[config.mk]
export PLATFORM = sky130hd
export DESIGN_NAME = apu_i2s_tx
export DESIGN_NICKNAME = d
export VERILOG_FILES = /design/src/rtl/apu_i2s_tx.sv
export SDC_FILE = /design/constraint.sdc
export NUM_CORES = 1
export LEC_CHECK = 0
export CORE_UTILIZATION = 56
export DETAILED_ROUTE_END_ITERATION = 8
export HOLD_SLACK_MARGIN = 0.05
export PLACE_DENSITY = 0.8
export SYNTH_ARGS = -nofsm -noshare
export SYNTH_HDL_FRONTEND = slang
export SYNTH_SLANG_ARGS = --single-unit
[constraint.sdc]
create_clock -name clk_in -period 2.9 [get_ports clk_in]
set_clock_uncertainty 0.1 [all_clocks]
set_input_delay 0.87 -clock clk_in [delete_from_list [all_inputs] [get_ports clk_in]]
set_output_delay 0.87 -clock clk_in [all_outputs]
set_load 0.05 [all_outputs]
[src/rtl/apu_i2s_tx.sv]
// I2S (Philips) transmitter for the APU sample stream: divides clk_in down to BCLK/LRCK
// and shifts the same 16-bit sample out on both channels, with optional sign conversion,
// attenuation and mute.
//
// state | meaning
// IDLE  | serializer stopped, all outputs and counters held at 0
// RUN   | BCLK/LRCK generation and data shifting active
module apu_i2s_tx #(
  parameter int BCLK_HALF   = 16,
  parameter int SLOT_BITS   = 32,
  parameter bit SIGNED_CONV = 1'b1
) (
  input  logic        clk_in,
  input  logic        nres_in,
  input  logic        en_in,
  input  logic [15:0] sample_in,
  input  logic        mute_in,
  input  logic [2:0]  vol_in,
  output logic        bclk_out,
  output logic        lrck_out,
  output logic        sdata_out,
  output logic        sample_strobe_out
);

  localparam int DIV_W = (BCLK_HALF > 1) ? $clog2(BCLK_HALF) : 1;
  localparam int BIT_W = $clog2(2 * SLOT_BITS);
  localparam logic [DIV_W-1:0] DIV_LAST = DIV_W'(BCLK_HALF - 1);
  localparam logic [BIT_W-1:0] BIT_LAST = BIT_W'(2 * SLOT_BITS - 1);
  localparam logic [BIT_W-1:0] SLOT     = BIT_W'(SLOT_BITS);
  localparam logic [BIT_W-1:0] WORD_END = BIT_W'(16);

  typedef enum logic {IDLE, RUN} state_t;

  state_t           state, state_nxt;
  logic [DIV_W-1:0] div_cnt, div_nxt;
  logic [BIT_W-1:0] bit_cnt, bit_nxt, bit_inc, slot_pos;
  logic [3:0]       bit_idx;
  logic [15:0]      hold, hold_nxt, conv, cap_word;
  logic             bclk_nxt, lrck_nxt, sdata_nxt, strobe_nxt;

  // Sign fill on the shift applies even when the input is left as offset binary.
  always_comb begin
    conv     = SIGNED_CONV ? {~sample_in[15], sample_in[14:0]} : sample_in;
    cap_word = mute_in ? 16'h0000 : 16'($signed(conv) >>> vol_in);
  end

  // Slot position of the bit about to go out; position 0 is the I2S one-BCLK delay.
  always_comb begin
    bit_inc  = (bit_cnt == BIT_LAST) ? '0 : bit_cnt + BIT_W'(1);
    slot_pos = (bit_inc >= SLOT) ? bit_inc - SLOT : bit_inc;
    bit_idx  = 4'(5'd16 - 5'(slot_pos));
  end

  always_comb begin
    state_nxt  = state;
    div_nxt    = div_cnt;
    bit_nxt    = bit_cnt;
    hold_nxt   = hold;
    bclk_nxt   = bclk_out;
    lrck_nxt   = lrck_out;
    sdata_nxt  = sdata_out;
    strobe_nxt = 1'b0;
    case (state)
      IDLE: begin
        div_nxt   = '0;
        bit_nxt   = '0;
        bclk_nxt  = 1'b0;
        lrck_nxt  = 1'b0;
        sdata_nxt = 1'b0;
        if (en_in) begin
          state_nxt  = RUN;
          hold_nxt   = cap_word;
          strobe_nxt = 1'b1;
        end
      end
      RUN: begin
        if (!en_in) begin
          state_nxt = IDLE;
          div_nxt   = '0;
          bit_nxt   = '0;
          bclk_nxt  = 1'b0;
          lrck_nxt  = 1'b0;
          sdata_nxt = 1'b0;
        end else if (div_cnt == DIV_LAST) begin
          div_nxt  = '0;
          bclk_nxt = ~bclk_out;
          if (bclk_out) begin
            bit_nxt   = bit_inc;
            lrck_nxt  = (bit_inc >= SLOT);
            sdata_nxt = (slot_pos != '0 && slot_pos <= WORD_END) ? hold[bit_idx] : 1'b0;
            if (bit_inc == '0) begin
              hold_nxt   = cap_word;
              strobe_nxt = 1'b1;
            end
          end
        end else begin
          div_nxt = div_cnt + DIV_W'(1);
        end
      end
      default: state_nxt = IDLE;
    endcase
  end

  always_ff @(posedge clk_in or negedge nres_in) begin
    if (!nres_in) begin
      state             <= IDLE;
      div_cnt           <= '0;
      bit_cnt           <= '0;
      hold              <= '0;
      bclk_out          <= 1'b0;
      lrck_out          <= 1'b0;
      sdata_out         <= 1'b0;
      sample_strobe_out <= 1'b0;
    end else begin
      state             <= state_nxt;
      div_cnt           <= div_nxt;
      bit_cnt           <= bit_nxt;
      hold              <= hold_nxt;
      bclk_out          <= bclk_nxt;
      lrck_out          <= lrck_nxt;
      sdata_out         <= sdata_nxt;
      sample_strobe_out <= strobe_nxt;
    end
  end

endmodule

==> results_dict.tcl <==
set metrics [dict create \
    outcome "complete, no violations" \
    netlist_instances 206 \
    grt_use_met3_pct 4.29 \
    fillers 271 \
    start_kind "flop" \
    wl_per_cell_um 15.6 \
    totalNegativeSetupSlack_ns 0 \
    ys_top_cells_by_area "sky130_fd_sc_hd__dfrtp_1, sky130_fd_sc_hd__mux4_2, sky130_fd_sc_hd__o31ai_2, sky130_fd_sc_hd__mux2i_1, sky130_fd_sc_hd__nand2_1" \
    core.rowCount 22 \
    path_max_fanout 6 \
    slowest_stage "sky130_fd_sc_hd__dfrtp_1" \
    final_common_cell "sky130_fd_sc_hd__dfrtp_1" \
    synthToLayoutAreaGrowth_pct 18.3 \
    cap_violations 0 \
    finalHoldViolCount 0 \
    grt_antenna_before_repair 0 \
    cp_cell_sequence "ha_1 -> and2_1 -> nand2_1 -> xnor2_1 -> ha_1 -> nand2b_1 -> nor3_1 -> a21oi_1 -> o211a_1 -> nor4_1" \
    postCtsSetupBuffers 0 \
    synthArstFlopShare_pct 100 \
    layout.area.seq_um2 776 \
    rsz0062_at_grt "false" \
    initialDrtViolationCount 171 \
    synth-edff-count 0 \
    cp.required_ns 2.98 \
    placeableCoreArea_um2 3690 \
    max-vdd-ir-drop_v 0.000428 \
    tritoncts_clock_tree "done" \
    clk_latency_ns 0.28 \
    cpPeakStageDelay_ns 0.44 \
    dieHeight_um 64.3 \
    cp.buffers_inverters 0 \
    design.portCount 27 \
    layout.cells.most_common_list "sky130_fd_sc_hd__dfrtp_1, sky130_fd_sc_hd__clkdlybuf4s50_1, sky130_fd_sc_hd__nand2_1" \
    die_w_um 64.3 \
    place.detailed.hpwl_mm 3.27 \
    syn_area_um2 2180 \
    met1_usage_pct 32.7 \
    relSlewSlack_pct 54.7 \
    clk_root_buffer_cell "sky130_fd_sc_hd__clkbuf_8" \
    grt_max_degree 34 \
    cts_resized 0 \
    drc 0 \
    total_number_of_vias 1680 \
    final_count_of_negative_setup_slack_endpoints 0 \
    placement.setup.worst_slack_ns 0.240 \
    detail-route-antenna-nets 0 \
    cp_top_family "simple AND/OR/NAND/NOR gates" \
    timing.final.ws_setup_ns 0.322 \
    multiInputGateArea_um2 1280 \
    worst-slew-pin-transition_ns 0.677 \
    worst-endpoint-arrival_ns 2.66 \
    yosys.cell_types.count 42 \
    hold_ws_ns 0.382 \
    dieArea_um2 4140 \
    postSynthNetCount 232 \
    post_route_cells_drive_above_1_share_pct 21.3 \
    synth_area_per_cell_um2 10.6 \
    first_pass_iters 4 \
    place_area_um2 2460 \
    path_clk_slew_ns 0.07 \
    worstSetupPathType "reg -> reg" \
    post-route-period-util_pct 88.9 \
    antenna-diode-count 0 \
    fin_area_um2 2570 \
    timing.final.crit_period_ns 2.58 \
    ys_warn_count 0 \
    tritoncts_num_sinks 31 \
    finalWirelength_mm 4.34 \
    nets 255 \
    gp_routability_congestion 0.864 \
    seq_area_frac_synth_pct 35.7 \
    hold_path.class "reg -> reg" \
    grt.total_usage_pct 23.7 \
    first_global_vias 1628 \
    floorplan.initialDensity_pct 59.0 \
    synth-seq-cells 31 \
    path_common_cell "sky130_fd_sc_hd__ha_1" \
    clock_tree.htree_level_count 2 \
    worst_setup_end_kind "flop" \
    globalRouteMet2Util_pct 37.2 \
    drv_slew 0 \
    vias_per_cell 6.04 \
    leakage_nw 1.09 \
    postCtsHoldBufs 0 \
    top_cell_type_by_total_area_after_synthesis "sky130_fd_sc_hd__dfrtp_1" \
    grt_most_used_layer "met2" \
    buffer_depth_of_the_longest_clock_path 2 \
    synth_flop_cell "sky130_fd_sc_hd__dfrtp_1" \
    power_per_cell_area_nw_per_um2 435 \
    post-synth-top-area-fraction_pct 35.7 \
    grt_first_pass_wirelength_mm 7.51 \
    timing.fmax_mhz 388 \
    global_route.overflow_total 0 \
    cts_made_buffers 5 \
    placement.io_buffers 26 \
]
[worst min-delay path, stage by stage, from the launching register on]
cell and delay, ns:
sky130_fd_sc_hd__dfrtp_1 0.34, sky130_fd_sc_hd__nand2_1 0.06, sky130_fd_sc_hd__o31ai_2 0.05
[report_power, final]
group	switching [mW]	total [mW]	internal [mW]	leakage [nW]
logic	0.100	0.204	0.104	0.618
clock network	0.157	0.435	0.278	0.0612
registers	0.0161	0.479	0.463	0.415
total	0.274	1.12	0.845	1.09
[stage by stage]
step	utilization [%]	std cells	power, mW
after global placement	66.6	270	0.682
final	69.8	278	1.12
after detailed placement	66.6	270	0.692
after global routing	69.8	278	1.17
after floorplan	-	206	0.618
after CTS	69.8	278	1.13
[synthesized netlist by cell type (3+ instances only)]
master and count:
sky130_fd_sc_hd__dfrtp_1 31, sky130_fd_sc_hd__mux4_2 13, sky130_fd_sc_hd__and3_1 4, sky130_fd_sc_hd__o31ai_2 14, sky130_fd_sc_hd__nand2_1 25, sky130_fd_sc_hd__o31ai_1 4
sky130_fd_sc_hd__and2_1 3, sky130_fd_sc_hd__a31oi_1 3, sky130_fd_sc_hd__mux2i_1 15, sky130_fd_sc_hd__xnor2_1 5, sky130_fd_sc_hd__buf_6 3, sky130_fd_sc_hd__ha_1 3
sky130_fd_sc_hd__buf_4 3, sky130_fd_sc_hd__buf_2 6, sky130_fd_sc_hd__a21oi_1 18, sky130_fd_sc_hd__o21a_1 3, sky130_fd_sc_hd__clkbuf_1 4, sky130_fd_sc_hd__nor3_1 6
sky130_fd_sc_hd__o21ai_0 6, sky130_fd_sc_hd__nor2_1 11
[worst paths after layout]
kind                            start  cells past startpoint  slack (ns)         to
setup / recovery           bit_cnt[1]                     10        0.32  sdata_out
hold / removal                hold[4]                      2        0.38    hold[4]
setup reg to reg           bit_cnt[1]                     10        0.32  sdata_out
hold reg to reg               hold[4]                      2        0.38    hold[4]
max in group asynchronous     nres_in                      2        1.54   hold[10]
min in group asynchronous     nres_in                      2        0.88   bclk_out
[metal layers]
metal / share of wire (%) / routed length (µm)
met1: 45 / 1970
met4: 1.3 / 55
met3: 4.7 / 203
met2: 49 / 2110
met5: 0 / 0
[area by class of cell]
class                           instances  share of cell area [%]
Inverter                                3                   0.438
Tap cell                               48                    2.33
Clock buffer                            6                    3.21
Clock inverter                          2                    1.36
Sequential cell                        31                    30.1
Timing Repair Buffer                   33                    12.6
Multi-Input combinational cell        155                    49.9
[kinds of logic after synthesis]
group / share of synthesized area, %
buffers and inverters: 5.35
xor gates and xnor gates: 2.01
DFF: 35.7
and+or+nand+nor: 12.8
adders and majority gates: 1.73
muxes: 21.4
AOI/OAI and AO/OA: 21.0
[flip-flops by register name, indices dropped and copies added (netlist names)]
register           count
lrck_out               1
div_cnt                4
bclk_out               1
bit_cnt                6
state                  1
sdata_out              1
hold                  16
sample_strobe_out      1
(Power assumes the default switching activity.)
